**config.mk**
```make
export PLATFORM = sky130hd
export DESIGN_NAME = uart_receiver
export DESIGN_NICKNAME = d
export VERILOG_FILES = /design/src/rtl/uart_receiver.sv
export SDC_FILE = /design/constraint.sdc
export NUM_CORES = 1
export LEC_CHECK = 0
export CORE_UTILIZATION = 55
export DETAILED_ROUTE_END_ITERATION = 7
export HOLD_SLACK_MARGIN = 0.1
export PLACE_DENSITY = 0.77
export RECOVER_POWER = 50
export SLEW_MARGIN = 25
export SYNTH_ARGS = -nofsm -noshare
export SYNTH_HDL_FRONTEND = slang
export SYNTH_SLANG_ARGS = --single-unit
```
**constraint.sdc**
```tcl
create_clock -name CLK -period 3.7 [get_ports CLK]
set_input_delay 0.925 -clock CLK [delete_from_list [all_inputs] [get_ports CLK]]
set_output_delay 0.925 -clock CLK [all_outputs]
set_load 0.01 [all_outputs]
```
**src/rtl/uart_receiver.sv**
```systemverilog
// 8N1 UART receiver into a FWFT FIFO; byte visible one cycle after the mid-stop sample.
// Backpressure: valid/ready pop; a good byte arriving while full (and no pop) is dropped with an overrun pulse.
module uart_receiver #(
   parameter int CLKS_PER_BIT = 2604,
   parameter int DEPTH        = 4
) (
   input  logic                     CLK,
   input  logic                     RST,
   input  logic                     IN,
   output logic [7:0]               data,
   output logic                     valid,
   input  logic                     ready,
   output logic                     frame_err,
   output logic                     overrun,
   output logic [$clog2(DEPTH):0]   level
);

   localparam int HALF = CLKS_PER_BIT / 2;
   localparam int CW   = $clog2(CLKS_PER_BIT);
   localparam int AW   = $clog2(DEPTH);
   localparam int LW   = AW + 1;

   localparam logic [2:0] S_IDLE  = 3'd0;
   localparam logic [2:0] S_START = 3'd1;
   localparam logic [2:0] S_DATA  = 3'd2;
   localparam logic [2:0] S_STOP  = 3'd3;
   localparam logic [2:0] S_BREAK = 3'd4;

   logic          sync1, rxs;
   logic [2:0]    state;
   logic [CW-1:0] cnt;
   logic [2:0]    bit_idx;
   logic [7:0]    shreg;

   logic [7:0]    mem [DEPTH];
   logic [AW-1:0] wr_ptr, rd_ptr;
   logic          full, pop, push_req, push;

   // Bit-centre tick shared by DATA and STOP; START uses the half-bit tick.
   logic bit_tick, half_tick;
   assign bit_tick  = (cnt == CW'(CLKS_PER_BIT - 1));
   assign half_tick = (cnt == CW'(HALF - 1));

   assign push_req = (state == S_STOP) && bit_tick && rxs;
   assign full     = (level == LW'(DEPTH));
   assign valid    = (level != '0);
   assign pop      = valid && ready;
   assign push     = push_req && (!full || pop);
   assign data     = mem[rd_ptr];

   always_ff @(posedge CLK) begin
      if (RST) begin
         sync1     <= 1'b1;
         rxs       <= 1'b1;
         state     <= S_IDLE;
         cnt       <= '0;
         bit_idx   <= '0;
         shreg     <= '0;
         frame_err <= 1'b0;
      end else begin
         sync1     <= IN;
         rxs       <= sync1;
         frame_err <= 1'b0;
         cnt       <= cnt + 1'b1;
         case (state)
            S_IDLE: begin
               cnt <= '0;
               if (!rxs) state <= S_START;
            end
            S_START: begin
               if (half_tick) begin
                  cnt <= '0;
                  if (!rxs) begin
                     state   <= S_DATA;
                     bit_idx <= '0;
                  end else begin
                     state <= S_IDLE;
                  end
               end
            end
            S_DATA: begin
               if (bit_tick) begin
                  cnt     <= '0;
                  shreg   <= {rxs, shreg[7:1]};
                  bit_idx <= bit_idx + 1'b1;
                  if (bit_idx == 3'd7) state <= S_STOP;
               end
            end
            S_STOP: begin
               if (bit_tick) begin
                  cnt <= '0;
                  if (rxs) begin
                     state <= S_IDLE;
                  end else begin
                     state     <= S_BREAK;
                     frame_err <= 1'b1;
                  end
               end
            end
            S_BREAK: begin
               // A line held low after a bad stop bit must not look like a new start bit.
               cnt <= '0;
               if (rxs) state <= S_IDLE;
            end
            default: state <= S_IDLE;
         endcase
      end
   end

   always_ff @(posedge CLK) begin
      if (RST) begin
         wr_ptr  <= '0;
         rd_ptr  <= '0;
         level   <= '0;
         overrun <= 1'b0;
         for (int i = 0; i < DEPTH; i++) mem[i] <= '0;
      end else begin
         overrun <= push_req && full && !pop;
         if (push) begin
            mem[wr_ptr] <= shreg;
            wr_ptr      <= wr_ptr + 1'b1;
         end
         if (pop) rd_ptr <= rd_ptr + 1'b1;
         level <= level + LW'(push) - LW'(pop);
      end
   end

endmodule

```
After elaboration in Yosys (flattened, before gate mapping) --
Memory sizes are Yosys's and may differ from the RTL's. A register that Yosys moved wholly into a read port is not among the register bits. Index checks and enable logic that the tools add are counted. Widths: inputs -> output; s select.
Cells by class: muxes and demuxes 27, add/sub/neg operators 6, eq/ne operators 15, bitwise operators 2, reductions and logical operators 19
Operators by type and width (number):
- $pmux 12 s3 | 1
- $mux 3 | 10
- $mux 12 | 2
- $pmux 3 s5 | 1
- $ne 2x2->1 const B | 7
- $add 12x1->12 const B | 1
- $eq 12x11->1 const B | 1
- $eq 12x12->1 const B | 1
- $eq 3x3->1 const B | 3
- $mux 2 | 4
- $mux 8 | 1
- $reduce_or 8->1 | 1
- $mux 1 | 7
- $eq 3x2->1 const B | 2
- $logic_and 1x1->1 | 6
- $pmux 3 s2 | 1
- $reduce_and 6->1 | 1
- $add 2x1->2 const B | 2
- $reduce_and 4->1 | 1
- $reduce_or 2->1 | 2
- $add 3x1->3 | 1
- $add 3x1->3 const B | 1
- $eq 3x1->1 const B | 1
- $logic_not 3->1 | 1
- other kinds (8) | 10
Storage, ports and cells: bits in writable memories 32, memories kept 1, input bits 4, output and inout bits 14, flip-flop bits (word level) 37, logic and storage cells 81
Memory list:
- mem | depth 4, width 8, read ports 1, clocked after memory_dff 1, write ports 4, RTL line 35 | logic [7:0] mem [DEPTH];

Logic depth before layout (Yosys ltp) --
depth after elaboration 9, mapped depth 12, mapped depth without buffers 11

Worst setup path after synthesis --
No wires, ideal clock.
kind in2reg, from in ready, to reg level[2], slack 0.869 ns, arrival 2.703 ns, path buffers 0, stages 10, library setup time 0.128 ns, data required time 3.572 ns, path through or4b_4 nor2b_1 nand2_1 ha_1 inv_1 ha_1 fa_1 xnor2_1 xnor2_1 nor2_1
Between the ends: cells in the longest elaborated chain, start to end 5
Ends and longest elaborated chain:
- start: declaration | RTL line 12 | input logic ready,
- $logic_and 1x1->1 * | RTL line 47 | assign pop = valid && ready;
- $logic_or 1x1->1 | RTL line 48 | assign push = push_req && (!full || pop);
- $logic_and 1x1->1 | RTL line 48
- $add 3x1->3 | RTL line 124 | level <= level + LW'(push) - LW'(pop);
- $sub 3x1->3 * | RTL line 124
- end signal: assignment | RTL line 124
- end: declaration | RTL line 15 | output logic [$clog2(DEPTH):0] level
Mark *: on every way between the ends. The rest lies on a longest branch, timed or not. A chain may end at the register's enable or synchronous reset.

Worst setup path in the final report --
Same ends and word-level chain as after synthesis.

==> results.md <==
Pwr:
- In this run, flip-flops and latches consume roughly 52% of the power.
- The reported leakage power is 0.00124 uW.
- The power per cell area is slightly below 500 mW/mm^2.
- The overall power after layout is ~1800 uW.
- The power share of the combinational group is about 18%.
- The clock group share of total power is just over 30%.
- Of the total power, the share spent switching nets is 24.8%.
- IR analysis of the VDD net gives a maximum drop of 0.271 mV.
- The total internal power is 1350 uW.
- The net switching component of the power is about 450 uW.

Run status:
- The run finished with clean final reports.

Yosys:
- Counting flops and latches in the post-synthesis netlist gives around 70.
- Summing the areas of all and, or, nand and nor instances in the mapped netlist gives about 22% of the synthesized area.
- The most instantiated library cell after synthesis is sky130_fd_sc_hd__dfxtp_1.
- In this run the biggest area consumer among cell types represents roughly 29% of the synthesized area.
- In this run, synthesis inferred 32 flip-flops with an integrated enable.
- The largest total area in the synthesized netlist belongs to sky130_fd_sc_hd__edfxtp_1.
- The post-synthesis cell count is slightly below 300.
- The dominant combinational cell family by area after synthesis is simple AND/OR/NAND/NOR gates.
- The most used flip-flop cell after synthesis is sky130_fd_sc_hd__dfxtp_1.
- The post-synth design cell area is approximately 0.0033 sq mm.
- The synthesized netlist devotes under 10% of its cell area to XOR and XNOR gates.
- The async set-reset flop share out of synthesis is 0%.
- The multiplexer area fraction after synthesis is between 6 and 7%.
- The fraction of the mapped netlist area in compound gates is 7.15%.
- The number of warning messages in the yosys log is 0.
- The net count after synthesis is 300.
- In the synthesized netlist, the cells that appear most often are sky130_fd_sc_hd__dfxtp_1, sky130_fd_sc_hd__edfxtp_1, sky130_fd_sc_hd__a21oi_1.
- The per-instance average area after synthesis is 11.3 sq um.
- Sequential elements use 53.2% of the synthesized area.
- The synthesized netlist devotes about 2.9% of its cell area to adder and majority cells.
- The number of different library cells in the post-synthesis netlist is 48.
- Yosys attributes the largest share of cell area to sky130_fd_sc_hd__edfxtp_1, sky130_fd_sc_hd__dfxtp_1, sky130_fd_sc_hd__mux4_2.

Worst setup path:
- The kind of cell with the highest combined delay on the critical path is simple AND/OR/NAND/NOR gates.
- Traced cell by cell, the critical path runs through dlygate4sd3_1 -> or4b_4 -> nor2b_1 -> nand2_1 -> ha_1 -> inv_1 -> ha_1 -> fa_1 -> xnor2_1 -> xnor2_1 -> nor2_1.
- The worst stage delay on the critical path is 0.55 ns.
- For the worst flop-to-flop path, the logic depth is 11.
- The largest fanout on the critical path is 5.
- STA classifies the critical path startpoint as an input port.
- Setup slack on the worst reg-to-reg path comes out at approximately 0.75 ns.
- In this run the critical register-to-register path is launched from cnt[0].
- For this design, the slowest cell found on the critical path is sky130_fd_sc_hd__dlygate4sd3_1.
- The worst register-to-register path ends at level[2].
- The required time of the critical path is roughly 3.9 ns.
- STA puts the critical path data arrival time at roughly 3.4 ns.
- The critical path contains buffers and inverters numbering 2 combined.
- The category of the worst setup path capture point is a flop.
- The type of the worst setup path is input port to flop.

Drt:
- The number of DRC violations after detailed-routing iteration 0 is approximately 170.
- Summed over all layers, the routed wires come to 5.80 mm.
- The count of nets left with antenna violations once routing finished came out at 0.
- Using the TritonRoute via totals, the vias-per-cell ratio works out to 5.71.
- In the routed design, unresolved DRC markers number 0.
- The first-pass iteration count of the detailed router is 4.
- The detailed-route wire length per cell is about 15 um.
- Across all layers, the routed design uses ~2200 vias.

Timing:
- The max-slew headroom at the worst pin is a little under a fifth.
- The worst hold slack after final layout is between 0.4 and 0.5 ns.
- The number of hold violations in the final report is 0.
- Summed over all failing endpoints, the final setup total negative slack is 0 ns.
- Setup repair after global routing left no endpoint under its margin.
- Setup violations remaining at the end of the flow were counted as 0.
- For the finished layout, the period the worst path requires is approximately 3.2 ns.
- The transition time at the pin with the least slew margin is between 1 and 1.5 ns.
- The total count of max-transition violations in the final report was 0.
- The final worst-path cycle share is a little under nine tenths.
- The worst clock skew is around 0.0085 ns.
- The maximum clock frequency is 0.315 GHz.

Floorplan:
- The die span in y is roughly 79 um.
- The number of rows in the core area is 27.
- After floorplanning, the core was sized to cover ~0.0056 sq mm.
- In this run the count of I/O pins placed on the die edge is 18.
- The die span in x is roughly 79 um.
- The area of the die is 0.00626 sq mm.
- The starting density of the core is 58.4%.

Finish:
- The fraction of layout instances using a drive strength above 1 is 9.51%.
- In the final layout, the multi-input gates occupy ~0.0014 sq mm.
- The net count of the finished layout is slightly above 300.
- The sequential cells in the finished layout cover a total of 0.00174 sq mm.
- Fill cells in the final layout number approximately 460.
- With fillers left out, the area of the finished cells amounts to approximately 0.0036 sq mm.
- The antenna cell count is 0.
- The finished layout holds 377 standard cells, fillers aside.
- The area overhead of the layout relative to synthesis is 10.5%.

GRT:
- The total grt overflow is 0.
- The initial antenna violation count came to 0.
- The via count of the first global-routing pass is 2015.
- Entering global routing, the biggest net connects 32 pins.
- Across every metal layer, demand over resource in global routing totals 20.5%.
- The first global-routing pass estimated 9.69 mm of wire.

CTS:
- The number of resized instances in the post-cts repair step is 0.
- For this design, the CTS-stage hold fixing added 0 buffers.
- The insertion delay to the later sink of the worst-skew pair is 0.33 ns.
- In this run the number of H-tree levels came out at 3.
- Post-CTS timing repair inserted 0 buffers for setup.
- TritonCTS built the clock tree.
- Buffers inserted during clock tree synthesis total 9.
- The clock-pin slew on the worst setup and hold paths is ~0.070 ns.
- The TritonCTS sink count is 71.
- The clock passes through at most 2 buffers.
- CTS placed an instance of sky130_fd_sc_hd__clkbuf_8 at the clock tree root.

Hold path:
- The launch point of the worst hold path is sync1.
- The path class of the tightest hold or removal check is flop to flop.
- Counting instances, the worst hold path has a depth of 1.
- The worst hold endpoint is rxs.

Placement:
- The placed instances occupy a cell area of approximately 0.0034 sq mm.
- The instance count after placement with tap cells included is between 300 and 400.
- Detailed placement finished with a half-perimeter wire length of roughly 3.8 mm.
- During placement, the flow inserted port buffers numbering 17.
- The congestion estimate from routability-driven global placement came to between 0.7 and 0.8.

Flow run:
- The count of maximum capacitance violations is 0.
kinds of logic after synthesis:
| kind of cell | after synthesis |
|---|---|
| AND/OR/NAND/NOR | 118 |
| AO/OA/AOI/OAI | 41 |
| adder cells (fa/ha/maj) | 7 |
| flip-flops | 71 |
| XOR/XNOR | 15 |
| multiplexers | 10 |
| buffers and inverters | 27 |
per-layer routing:
layer	share of wire (%)	up-vias	track usage, %
li1	-	1085	-
met2	48	36	32.6
met1	48	1021	27.2
met3	2.3	12	3.33
met4	2.1	0	10.0
met5	0	-	0
metrics by stage:
stage / setup WS [ns] / util [%]
after floorplan: 0.869 / -
after global placement: 0.374 / 61.4
after detailed placement: 0.337 / 61.4
after CTS: 0.647 / 64.5
after global routing: 0.390 / 64.5
final: 0.523 / 64.5
final cells by class:
type | count | area share, %
Clock buffer | 13 | 4.39
Sequential cell | 71 | 48.2
Clock inverter | 3 | 0.519
Timing Repair Buffer | 19 | 5.02
Inverter | 8 | 0.830
Tap cell | 72 | 2.49
Multi-Input combinational cell | 191 | 38.6
worst max-delay path by stage:
| stage | slack [ns] | depth (start not counted) | end | from |
|---|---|---|---|---|
| floorplan | 0.87 | 10 | level[2] | ready |
| global route | 0.39 | 11 | level[2] | ready |
| finish | 0.52 | 11 | level[2] | ready |
| detailed placement | 0.34 | 11 | level[2] | ready |
| CTS | 0.65 | 2 | data[7] | flop |
| global placement | 0.37 | 11 | level[2] | ready |
registers in the layout, indices dropped and copies added (netlist names), 2 cells and up, named ones only:
name and flops:
mem 32, cnt 12, shreg 8, bit_idx 3, level 3, state 3
rd_ptr 2, wr_ptr 2
power by group through the flow:
stage	logic [uW]	clock network, uW	registers [uW]
2_1_floorplan	223	0	912
3_3_place_gp	325	0	941
3_5_place_dp	328	0	944
4_1_cts	329	559	926
5_1_grt	349	592	933
6_report	319	550	923
cell usage in the layout (no fill, tap or decap), types with 2 or more instances in the layout:
cell type,n
sky130_fd_sc_hd__dfxtp_1,39
sky130_fd_sc_hd__edfxtp_1,32
sky130_fd_sc_hd__a21oi_1,28
sky130_fd_sc_hd__nand3_1,22
sky130_fd_sc_hd__and3_1,16
sky130_fd_sc_hd__nand2_1,14
sky130_fd_sc_hd__nor2_1,12
sky130_fd_sc_hd__xnor2_1,12
sky130_fd_sc_hd__clkbuf_8,11
sky130_fd_sc_hd__clkdlybuf4s50_1,10
sky130_fd_sc_hd__inv_1,8
sky130_fd_sc_hd__mux4_2,8
sky130_fd_sc_hd__and2_1,8
sky130_fd_sc_hd__nor3b_1,7
sky130_fd_sc_hd__dlygate4sd3_1,7
sky130_fd_sc_hd__and4_1,6
sky130_fd_sc_hd__ha_1,6
sky130_fd_sc_hd__nand2b_1,5
sky130_fd_sc_hd__nor2b_1,4
sky130_fd_sc_hd__nand4_1,4
sky130_fd_sc_hd__xor2_1,3
sky130_fd_sc_hd__or2_2,3
sky130_fd_sc_hd__clkbuf_1,3
sky130_fd_sc_hd__nor4b_4,2
sky130_fd_sc_hd__o21ai_0,2
sky130_fd_sc_hd__nor4b_1,2
sky130_fd_sc_hd__a31oi_1,2
sky130_fd_sc_hd__o21bai_1,2
sky130_fd_sc_hd__nor4_1,2
sky130_fd_sc_hd__mux2i_1,2
sky130_fd_sc_hd__or4_1,2
sky130_fd_sc_hd__nor3_1,2
sky130_fd_sc_hd__clkinvlp_4,2
worst reg2reg max path, cell delays in order (launching register included):
cell and delay, ns:
sky130_fd_sc_hd__dfxtp_1 0.42, sky130_fd_sc_hd__ha_1 0.25, sky130_fd_sc_hd__and3_1 0.28, sky130_fd_sc_hd__and3_1 0.48, sky130_fd_sc_hd__nand2_1 0.12, sky130_fd_sc_hd__ha_1 0.30, sky130_fd_sc_hd__inv_1 0.04, sky130_fd_sc_hd__ha_1 0.18
sky130_fd_sc_hd__fa_1 0.37, sky130_fd_sc_hd__xnor2_1 0.17, sky130_fd_sc_hd__xnor2_1 0.14, sky130_fd_sc_hd__nor2_1 0.05
No activity file was read; power rests on OpenSTA's default activity.
==> patch: new RTL, same settings <==
`CLKS_PER_BIT`: 2604 -> 1302.
--- a/src/rtl/uart_receiver.sv
+++ b/src/rtl/uart_receiver.sv
@@ -3,3 +3,3 @@
 module uart_receiver #(
-   parameter int CLKS_PER_BIT = 2604,
+   parameter int CLKS_PER_BIT = 1302,
    parameter int DEPTH        = 4
Behaviour: same outputs for any inputs over 10 cycles, from zero or initial values and one cycle with RST high; that may be too few to reach the edited logic, so the function may still have changed.
==> patch against the unedited design <==
  * Final cell count fell by 3.4%
  * Sequential cell count fell by 1
  * Synthesized area fell by 2.0%
  * Worst hold slack got worse by 0.0016 ns
  * Worst setup slack got worse by 0.072 ns
  * Count of clock-buffer cells in the layout fell by 3
  * Via count fell by 5.2%
  * Global-route usage fell by 0.27 points
  * Routed wire length fell by 4.0%
  * Clock skew barely moved
  * Final area fell by 0.76%
  * Critical path type unchanged
Power is not compared: it rests on default switching activity, and its combinational part moved more than twofold at a synthesized area within 25%.
==> patch: results (changes against the unedited design) <==
[outcome]
status = complete, no violations  ; unchanged

[clocking]
cts-root-buf = clkbuf_8  ; unchanged
clockBufferDepth = 2  ; unchanged
path_clk_slew_ns = 0.07  ; about the same
cts_resized = 0  ; unchanged
post_cts_buffers = 0  ; unchanged
htreeDepth = 3  ; unchanged
numCtsBuffers = 9  ; unchanged
insertion_delay_ns = 0.34

[global_route]
track_usage_pct = 20.2  ; was 20.5%
grt_pass1_wl_mm = 9.20  ; was 9.69 mm
antenna_found_initial = 0  ; unchanged
grt_max_degree = 26  ; was 32
grt_pass1_vias = 1906  ; was 2015

[finish]
nFillCells = 452  ; was 461
n_antenna_cell = 0  ; unchanged
top_regs = mem: 32 flops, cnt: 11 flops, shreg: 8 flops  ; was mem: 32 flops, cnt: 12 flops, shreg: 8 flops
layout-drive-gt1-share_pct = 12.3  ; was 9.51%
nets = 299  ; was 311

[sta]
slew_headroom_pct = 6.57  ; was 19.1%
skew_ns = 0.00805  ; was 0.00853 ns

[hold_path]
whs_endpoint = rxs$_SDFF_PP1_  ; unchanged
min_path_type = register to register  ; unchanged
hp-start = sync1$_SDFF_PP1_  ; unchanged
hold_depth = 1  ; unchanged

[placement]
portBuffers = 17  ; unchanged
place_ws_ns = 0.257  ; was 0.337 ns
place.gp.congestion = 0.752  ; was 0.760
hpwl_mm = 3.77  ; was 3.85 mm

[route]
drt_drc_violations_left = 0  ; unchanged
via_per_inst = 5.61  ; was 5.71
wl_per_cell_um = 15.3  ; was 15.4 um
drt_iter0_markers = 170  ; was 174
drtPass1Iterations = 4  ; unchanged

[critical_path]
critical_path_arrival_ns = 3.44  ; was 3.36 ns
critPathMaxFanout = 3  ; was 5
reg2reg_depth = 12  ; was 11
startpoint = ready  ; unchanged
endpoint = level[2]$_SDFF_PP0_  ; unchanged
r2r_slack_ns = 0.94  ; was 0.75 ns
r2r_start = cnt[0]$_SDFF_PP0_  ; unchanged

[synthesis]
syn_area_um2 = 3210  ; was 3270 um2
yosysSeqAreaShare_pct = 53.7  ; was 53.2%
yosys_warnings = 0  ; unchanged
synth-edff-count = 32  ; unchanged
synth_common_cells = 38 x dfxtp_1, 32 x and2_1, 32 x edfxtp_1  ; was 39 x dfxtp_1, 32 x edfxtp_1, 28 x a21oi_1
synthesis.nets = 277  ; was 300
synthArstFlopShare_pct = 0  ; unchanged
synth_area_leaders = edfxtp_1 30%, dfxtp_1 24%, and2_1 6.2%  ; was edfxtp_1 29%, dfxtp_1 24%, mux4_2 5.5%
synth_ff_type = dfxtp_1  ; unchanged
ys_types = 51  ; was 48

[power_and_ir_drop]
power.leakage_nw = 1.27
switching_share_pct = 21.9
ir_drop_v = 0.000251

## patch: logic make-up after synthesis
group | Yosys count | synth area share (%)
AO/OA/AOI/OAI | 18 | 3.86
flip-flops | 70 | 53.7
AND/OR/NAND/NOR | 115 | 23.4
adder cells (fa/ha/maj) | 8 | 3.36
buffers and inverters | 21 | 2.81
multiplexers | 19 | 9.05
XOR/XNOR | 14 | 3.82
## patch: per-layer routing
metal	vias up	share of wire (%)	GRT usage [%]
met5	-	0	0
met4	0	2.4	9.44
met3	16	5.5	5.00
met2	60	47	31.1
met1	976	45	26.9
li1	989	-	-
## patch: power by group through the flow
| stage | logic (mW) | registers (mW) | clock network, mW |
|---|---|---|---|
| 4_1_cts | 0.0507 | 0.836 | 0.605 |
| 6_report | 0.0483 | 0.835 | 0.601 |
| 3_3_place_gp | 0.0506 | 0.852 | 0 |
| 5_1_grt | 0.0521 | 0.837 | 0.646 |
| 2_1_floorplan | 0.0334 | 0.848 | 0 |
| 3_5_place_dp | 0.0506 | 0.853 | 0 |
## patch: cell type report
class / instances / area share [%]
sequential: 70 / 48.0
timing repair buffer: 21 / 5.26
tap: 72 / 2.51
inverter: 11 / 1.15
clock buffer: 10 / 3.56
clock inverter: 6 / 1.74
multi-input combinational: 174 / 37.8
## patch: critical path: stages
cell	delay [ns]
dlygate4sd3_1	0.54
or4b_1	0.54
nand4_4	0.12
or2_2	0.13
ha_1	0.23
inv_1	0.06
ha_1	0.13
inv_1	0.05
fa_1	0.37
xor2_1	0.17
xnor2_1	0.13
nor2_1	0.05
## patch: through the flow
stage / instances / hold WS, ns / area (um2)
after floorplan: 265 / 0.389 / 3210
after global placement: 348 / 0.396 / 3450
after detailed placement: 348 / 0.398 / 3450
after CTS: 364 / 0.416 / 3640
after global routing: 364 / 0.431 / 3590
final: 364 / 0.412 / 3590
